## src/rtl/fetch_stage.sv

```systemverilog
// Instruction-fetch stage: internal instruction memory, next-PC selection,
// and the IF/ID pipeline register with stall, branch flush and HALT freeze.
module fetch_stage #(
  parameter int PC_WIDTH = 6,
  parameter int INSTR_WIDTH = 32,
  parameter logic [INSTR_WIDTH-1:0] HALT_WORD = '1
) (
  input  logic                   clk,
  input  logic                   rst,
  input  logic [PC_WIDTH-1:0]    pc,
  output logic [PC_WIDTH-1:0]    next_pc,
  input  logic                   stall,
  input  logic                   branch_taken,
  input  logic [PC_WIDTH-1:0]    branch_target,
  input  logic                   imem_we,
  input  logic [PC_WIDTH-1:0]    imem_waddr,
  input  logic [INSTR_WIDTH-1:0] imem_wdata,
  output logic [INSTR_WIDTH-1:0] if_id_instr,
  output logic [PC_WIDTH-1:0]    if_id_pc,
  output logic                   if_id_valid,
  output logic                   halted,
  output logic [15:0]            fetch_count
);

  typedef enum logic {RUN, HALTED} state_t;

  state_t state, state_nx;

  logic [INSTR_WIDTH-1:0] mem [2**PC_WIDTH];
  logic [INSTR_WIDTH-1:0] rd_word;
  logic                   rd_halt;
  logic                   capture;

  // Asynchronous read; a same-cycle write to this address lands after the edge,
  // so the capture sees the old word.
  assign rd_word = mem[pc];
  assign rd_halt = (rd_word == HALT_WORD);

  // Stall and branch both block a capture; the halt freeze blocks it too.
  assign capture = !branch_taken && !stall && (state == RUN);

  assign halted = (state == HALTED);

  always_ff @(posedge clk) begin
    if (imem_we) mem[imem_waddr] <= imem_wdata;
  end

  always_comb begin
    next_pc = pc + {{(PC_WIDTH-1){1'b0}}, 1'b1};
    if (branch_taken)
      next_pc = branch_target;
    else if (stall)
      next_pc = pc;
    else if ((state == HALTED) || rd_halt)
      next_pc = pc;
  end

  always_comb begin
    state_nx = state;
    case (state)
      RUN:     if (capture && rd_halt) state_nx = HALTED;
      HALTED:  if (branch_taken) state_nx = RUN;
      default: state_nx = RUN;
    endcase
  end

  always_ff @(posedge clk or posedge rst) begin
    if (rst) state <= RUN;
    else     state <= state_nx;
  end

  always_ff @(posedge clk or posedge rst) begin
    if (rst) begin
      if_id_instr <= '0;
      if_id_pc    <= '0;
      if_id_valid <= 1'b0;
    end else if (branch_taken || (!stall && (state == HALTED))) begin
      if_id_instr <= '0;
      if_id_pc    <= '0;
      if_id_valid <= 1'b0;
    end else if (capture) begin
      if_id_instr <= rd_word;
      if_id_pc    <= pc;
      if_id_valid <= 1'b1;
    end
  end

  always_ff @(posedge clk or posedge rst) begin
    if (rst)
      fetch_count <= '0;
    else if (capture && (fetch_count != 16'hFFFF))
      fetch_count <= fetch_count + 16'd1;
  end

endmodule

```

## config.mk

```make
export PLATFORM = sky130hd
export DESIGN_NAME = fetch_stage
export DESIGN_NICKNAME = d
export VERILOG_FILES = /design/src/rtl/fetch_stage.sv
export SDC_FILE = /design/constraint.sdc
export NUM_CORES = 2
export LEC_CHECK = 0
export BUFFER_PORTS_ARGS = -buffer_cell sky130_fd_sc_hd__buf_4
export CAP_MARGIN = 25
export CORE_MARGIN = 10
export CORE_UTILIZATION = 65
export DETAILED_ROUTE_END_ITERATION = 10
export PLACE_DENSITY = 0.82
export SETUP_SLACK_MARGIN = 0.3
export SYNTH_ARGS = -nofsm -noshare
export SYNTH_HDL_FRONTEND = slang
export SYNTH_SLANG_ARGS = --single-unit
```

## constraint.sdc

```tcl
create_clock -name clk -period 7.8 [get_ports clk]
set_clock_uncertainty 0.1 [all_clocks]
set_input_delay 1.17 -clock clk [delete_from_list [all_inputs] [get_ports clk]]
set_output_delay 1.17 -clock clk [all_outputs]
set_load 0.005 [all_outputs]
```

# Word-level counts from Yosys, hierarchy flattened
# Memory sizes are Yosys's and may differ from the RTL's.
# Cells that the tools add are included.
# totals
reg_bits	56
out_inout_bits	62
input_bits	55
mem_count	1
mem_bits_rw	2048
word_cells	35
# classes
mux	14
bitwise_logic	1
reduce_logical	10
add_sub_neg	2
n_eq_ne	2
# memory_table
name	depth	word_bits	read_ports	rd_ports_with_merged_regs	write_ports	line	text
mem	64	32	1	0	1	29	logic [INSTR_WIDTH-1:0] mem [2**PC_WIDTH];
# op_table
op	n
$mux W32	2
$eq A32 B32 Y1 const B	1
$mux W6	5
$add A16 B1 Y16 const B	1
$ne A16 B16 Y1 const B	1
$add A6 B1 Y6 const B	1
$mux W1	6
$logic_and A1 B1 Y1	5
$logic_not A1 Y1	2
$logic_or A1 B1 Y1	2
$pmux W1 S2	1
$reduce_bool A2 Y1	1
$not A1 Y1	1

# Longest topological paths before layout
# depth
word_depth	6
mapped_depth	17
depth_no_buf	10

# Least setup slack after synthesis
# No wires, ideal clock.
# synth_path
path_type	input -> output
from	in pc[1]
to	out next_pc[5]
setup_slack_ns	2.430
t_arrival_ns	4.100
path_buffers	5
required_time_ns	6.530
cell_stages	14
cell_sequence	buf_2 > buf_2 > buf_4 > buf_2 > buf_1 > mux4_2 > a22oi_1 > a21oi_1 > nor4_1 > nor4_1 > nand4b_2 > o21ai_4 > or4_1 > a31oi_1
# synth_via
elab_chain_len	6
elab_cells_between_ends	7
cone_classes	1 x add/sub; 1 x eq/ne; 3 x mux; 1 x reduce/logical; 1 x memory
# synth_lines
item	line	text
start, declared	10	input logic [PC_WIDTH-1:0] pc,
$mem_v2 Z64 W32	-	
$eq A32 B32 Y1	37	assign rd_halt = (rd_word == HALT_WORD);
$logic_or A1 B1 Y1	54	else if ((state == HALTED) || rd_halt)
$mux W6 (*)	54	
$mux W6 (*)	52	else if (stall)
$mux W6 (*)	50	if (branch_taken)
end, declared	11	output logic [PC_WIDTH-1:0] next_pc,
# Every way passes the cells marked *; elsewhere a longest branch is shown, timed or not.

# Worst setup path after layout
# Ends and elaborated chain as after synthesis.

==> impl_metrics.toml <==
[critical_path]
path_max_fanout = 78
timing.setup.critical_path_class = "in2out"
startpoint_type = "input port"
worst-endpoint-required_ps = 6530
worstPathArrival_ps = 6120
timing.rr.start = "mem[23][31]$_DFFE_PP_"
critical_path.endpoint_type = "output port"
worst_setup_path_startpoint = "pc[1]"

[global_route]
via_count_of_the_first_global_routing_pass = 43886
global_route.overflow_total = 0
wire_length_of_the_first_global_routing_pass_microns = 334000
antenna_found_initial = 10
grt_start_max_net_pins = 79
grt_busiest_layer = "met2"
globalRouteMet1Util_pct = 43.2
groute.layer.met2.usage_pct = 51.2
globalRouteMet3Util_pct = 13.2
grt_use_total_pct = 34.1

[clocking]
root_buffer = "sky130_fd_sc_hd__clkbuf_16"
cts_inserted_buffers = 192
postCtsSetupBuffers = 0
cts-root-to-sink-buffers = 3
worst_skew_pair.late_latency_ps = 830
clkSinkCount = 2104
h-tree-depth = 4
hold_buffers = 0
ctsResizeCount = 0
cts.clk_slew.worst_paths_ps = 70
cts_tree = "yes"

[logic_synthesis]
ff_latch_count_synth = 2104
post-synth-top-count-cell = "sky130_fd_sc_hd__edfxtp_1"
synth_edf_count = 2048
top_post_synthesis_cells_by_count = "sky130_fd_sc_hd__edfxtp_1 (2048), sky130_fd_sc_hd__mux4_2 (450), sky130_fd_sc_hd__mux2i_1 (187), sky130_fd_sc_hd__nand2_1 (123), sky130_fd_sc_hd__nor2_1 (93)"
synth_sequential_area_ratio_pct = 77.3
post_synth_instance_area_sq_mm = 0.0813
yosysWarningCount = 0
postSynthNetCount = 3708
post_synthesis_average_cell_area_sq_um = 22.3
synth_async_sr_flop_share_pct = 2.66
synth_largest_area_cell = "sky130_fd_sc_hd__edfxtp_1"
yosysTopAreaCellShare_pct = 75.6
synthTopCellsByArea = "sky130_fd_sc_hd__edfxtp_1 (76%), sky130_fd_sc_hd__mux4_2 (12%), sky130_fd_sc_hd__mux2i_1 (2.3%)"
synthFlopType = "sky130_fd_sc_hd__edfxtp_1"
synthCells = 3651
post_synth_num_cell_types = 72

[die]
coreArea_sq_mm = 0.124
design.portCount = 117
start_util_pct = 65.6
row_count = 129
dieHeight_microns = 374
die_width_microns = 374
floorplan.die_area_sq_mm = 0.140

[routing]
ant_nets = 0
number_of_iterations_in_the_first_detailed_routing_pass = 7
num_vias = 43626
routed_wl_microns = 239000
drtIter0Drc = 8016
wl_cell_microns = 41.7
detail_route.drc_violations = 0
route.detailed.vias_per_inst = 7.60

[sta]
period_needed_ps = 7390
max_clock_freq_mhz = 135
setup-tns-final_ps = 0
post-route-period-util_pct = 94.8
final_hold_viol_count = 0
rsz0062_at_grt = "no"
drv_slew = 0
maxSlewHeadroom_pct = 27.2
timing.final.setup_violations = 0
worst_pin_slew_ps = 1090
final.hold.worst_slack_ps = 387

[pwr]
power.ir.vdd_worst_uv = 196
leak_pwr_nw = 29.3
power-per-cell-area_mw_per_mm2 = 254

[placed_design]
detailed_place_hpwl_microns = 123000
io_buffer_count = 116
gp_routability_congestion = 0.881

[hold_path]
worstHoldPathType = "reg2reg"
hold_path.startpoint = "if_id_pc[2]$_DFFE_PP0P_"

[cells_and_area]
number_of_nets_in_the_layout = 3993
finalCoreUtilization_pct = 73.3
fraction_of_layout_instances_using_a_drive_strength_above_1_pct = 26.7
flow.area_growth_from_synthesis_pct = 11.7

[run]
max_cap_viol_count = 0

[run_status]
run_status = "finished clean"
-- state kept, by name, summed over array words and instances, names as in the netlist --
| signal | cells |
|---|---|
| halted | 1 |
| if_id_pc | 6 |
| mem | 2048 |
| fetch_count | 16 |
| if_id_valid | 1 |
| if_id_instr | 32 |
-- kinds of logic after synthesis --
group / Yosys count / synth area share [%]
compound gates: 325 / 2.86
simple gates: 322 / 1.79
buf+inv: 204 / 1.88
fa+ha+maj: 2 / 0.0308
mux: 677 / 15.9
flops: 2104 / 77.3
xor+xnor: 17 / 0.183
-- power by group --
group,total [mW],internal [mW],leakage [nW],switching [mW]
Combinational,1.36,0.479,7.17,0.885
Sequential,12.6,12.5,19.2,0.0713
Clock,9.13,5.08,2.93,4.05
-- worst paths after layout --
kind / cells after the start / to / slack, ps
max in group asynchronous: 3 / if_id_instr[31]$_DFFE_PP0P_ / 6440
min reg2reg: 2 / if_id_pc[2]$_DFFE_PP0P_ / 390
max: 13 / next_pc[5] / 410
max reg2reg: 10 / halted$_DFF_PP0_ / 3640
min in group asynchronous: 3 / fetch_count[1]$_DFFE_PP0P_ / 490
min: 2 / if_id_pc[2]$_DFFE_PP0P_ / 390
-- worst max-delay path: stages --
cell	delay, ps
sky130_fd_sc_hd__buf_8	640
sky130_fd_sc_hd__buf_12	320
sky130_fd_sc_hd__nor2_1	120
sky130_fd_sc_hd__a221o_1	370
sky130_fd_sc_hd__o211ai_1	630
sky130_fd_sc_hd__a21oi_1	230
sky130_fd_sc_hd__a2111oi_1	940
sky130_fd_sc_hd__nand4_1	390
sky130_fd_sc_hd__nand4b_2	420
sky130_fd_sc_hd__o21ai_4	280
sky130_fd_sc_hd__o31ai_1	140
sky130_fd_sc_hd__a31oi_1	200
sky130_fd_sc_hd__buf_4	130
-- metrics by stage --
stage               setup slack [ps]  instance area, sq um  std cells  power [mW]
floorplan                       2430                 81300       3651        13.5
CTS                              841                 90800       5733        23.0
detailed placement              1050                 84800       5378        14.1
global route                     505                 90800       5734        23.5
global placement                1100                 84800       5378        14.0
finish                           406                 90900       5742        23.1
-- cell usage in the layout, fill, tap and decap left out, types with 9 or more instances in the layout --
cell type and instances:
sky130_fd_sc_hd__a22oi_1 90, sky130_fd_sc_hd__nand2_1 123, sky130_fd_sc_hd__clkbuf_8 13, sky130_fd_sc_hd__a31oi_1 18
sky130_fd_sc_hd__clkinv_1 37, sky130_fd_sc_hd__o21ai_0 45, sky130_fd_sc_hd__nand3_1 34, sky130_fd_sc_hd__clkbuf_16 202
sky130_fd_sc_hd__buf_4 267, sky130_fd_sc_hd__clkinvlp_4 9, sky130_fd_sc_hd__a21oi_1 52, sky130_fd_sc_hd__dfrtp_1 56
sky130_fd_sc_hd__xnor2_1 13, sky130_fd_sc_hd__a22o_1 32, sky130_fd_sc_hd__nand2b_1 10, sky130_fd_sc_hd__nand4_1 9
sky130_fd_sc_hd__mux4_2 450, sky130_fd_sc_hd__clkinv_2 26, sky130_fd_sc_hd__mux4_1 33, sky130_fd_sc_hd__buf_12 18
sky130_fd_sc_hd__a221oi_1 18, sky130_fd_sc_hd__edfxtp_1 2048, sky130_fd_sc_hd__clkbuf_1 56, sky130_fd_sc_hd__a32oi_1 12
sky130_fd_sc_hd__nor2_1 28, sky130_fd_sc_hd__nor2_4 64, sky130_fd_sc_hd__mux2i_1 187
-- cell type report --
class	instances	area [sq um]
Sequential cell	2104	62900
Fill cell	6335	33100
Multi-Input combinational cell	1343	17400
Clock buffer	271	5440
Timing Repair Buffer	287	2390
Tap cell	1637	2050
Clock inverter	84	591
Inverter	8	35.0
Antenna cell	8	20.0
-- routing by layer --
metal  part of all wire (%)  up-vias
met5                  0.074        -
met4                    6.8       14
met3                     17     1014
met2                     45     4553
met1                     31    22016
li1                       -    16029
Power figures use the tool's default switching activity.
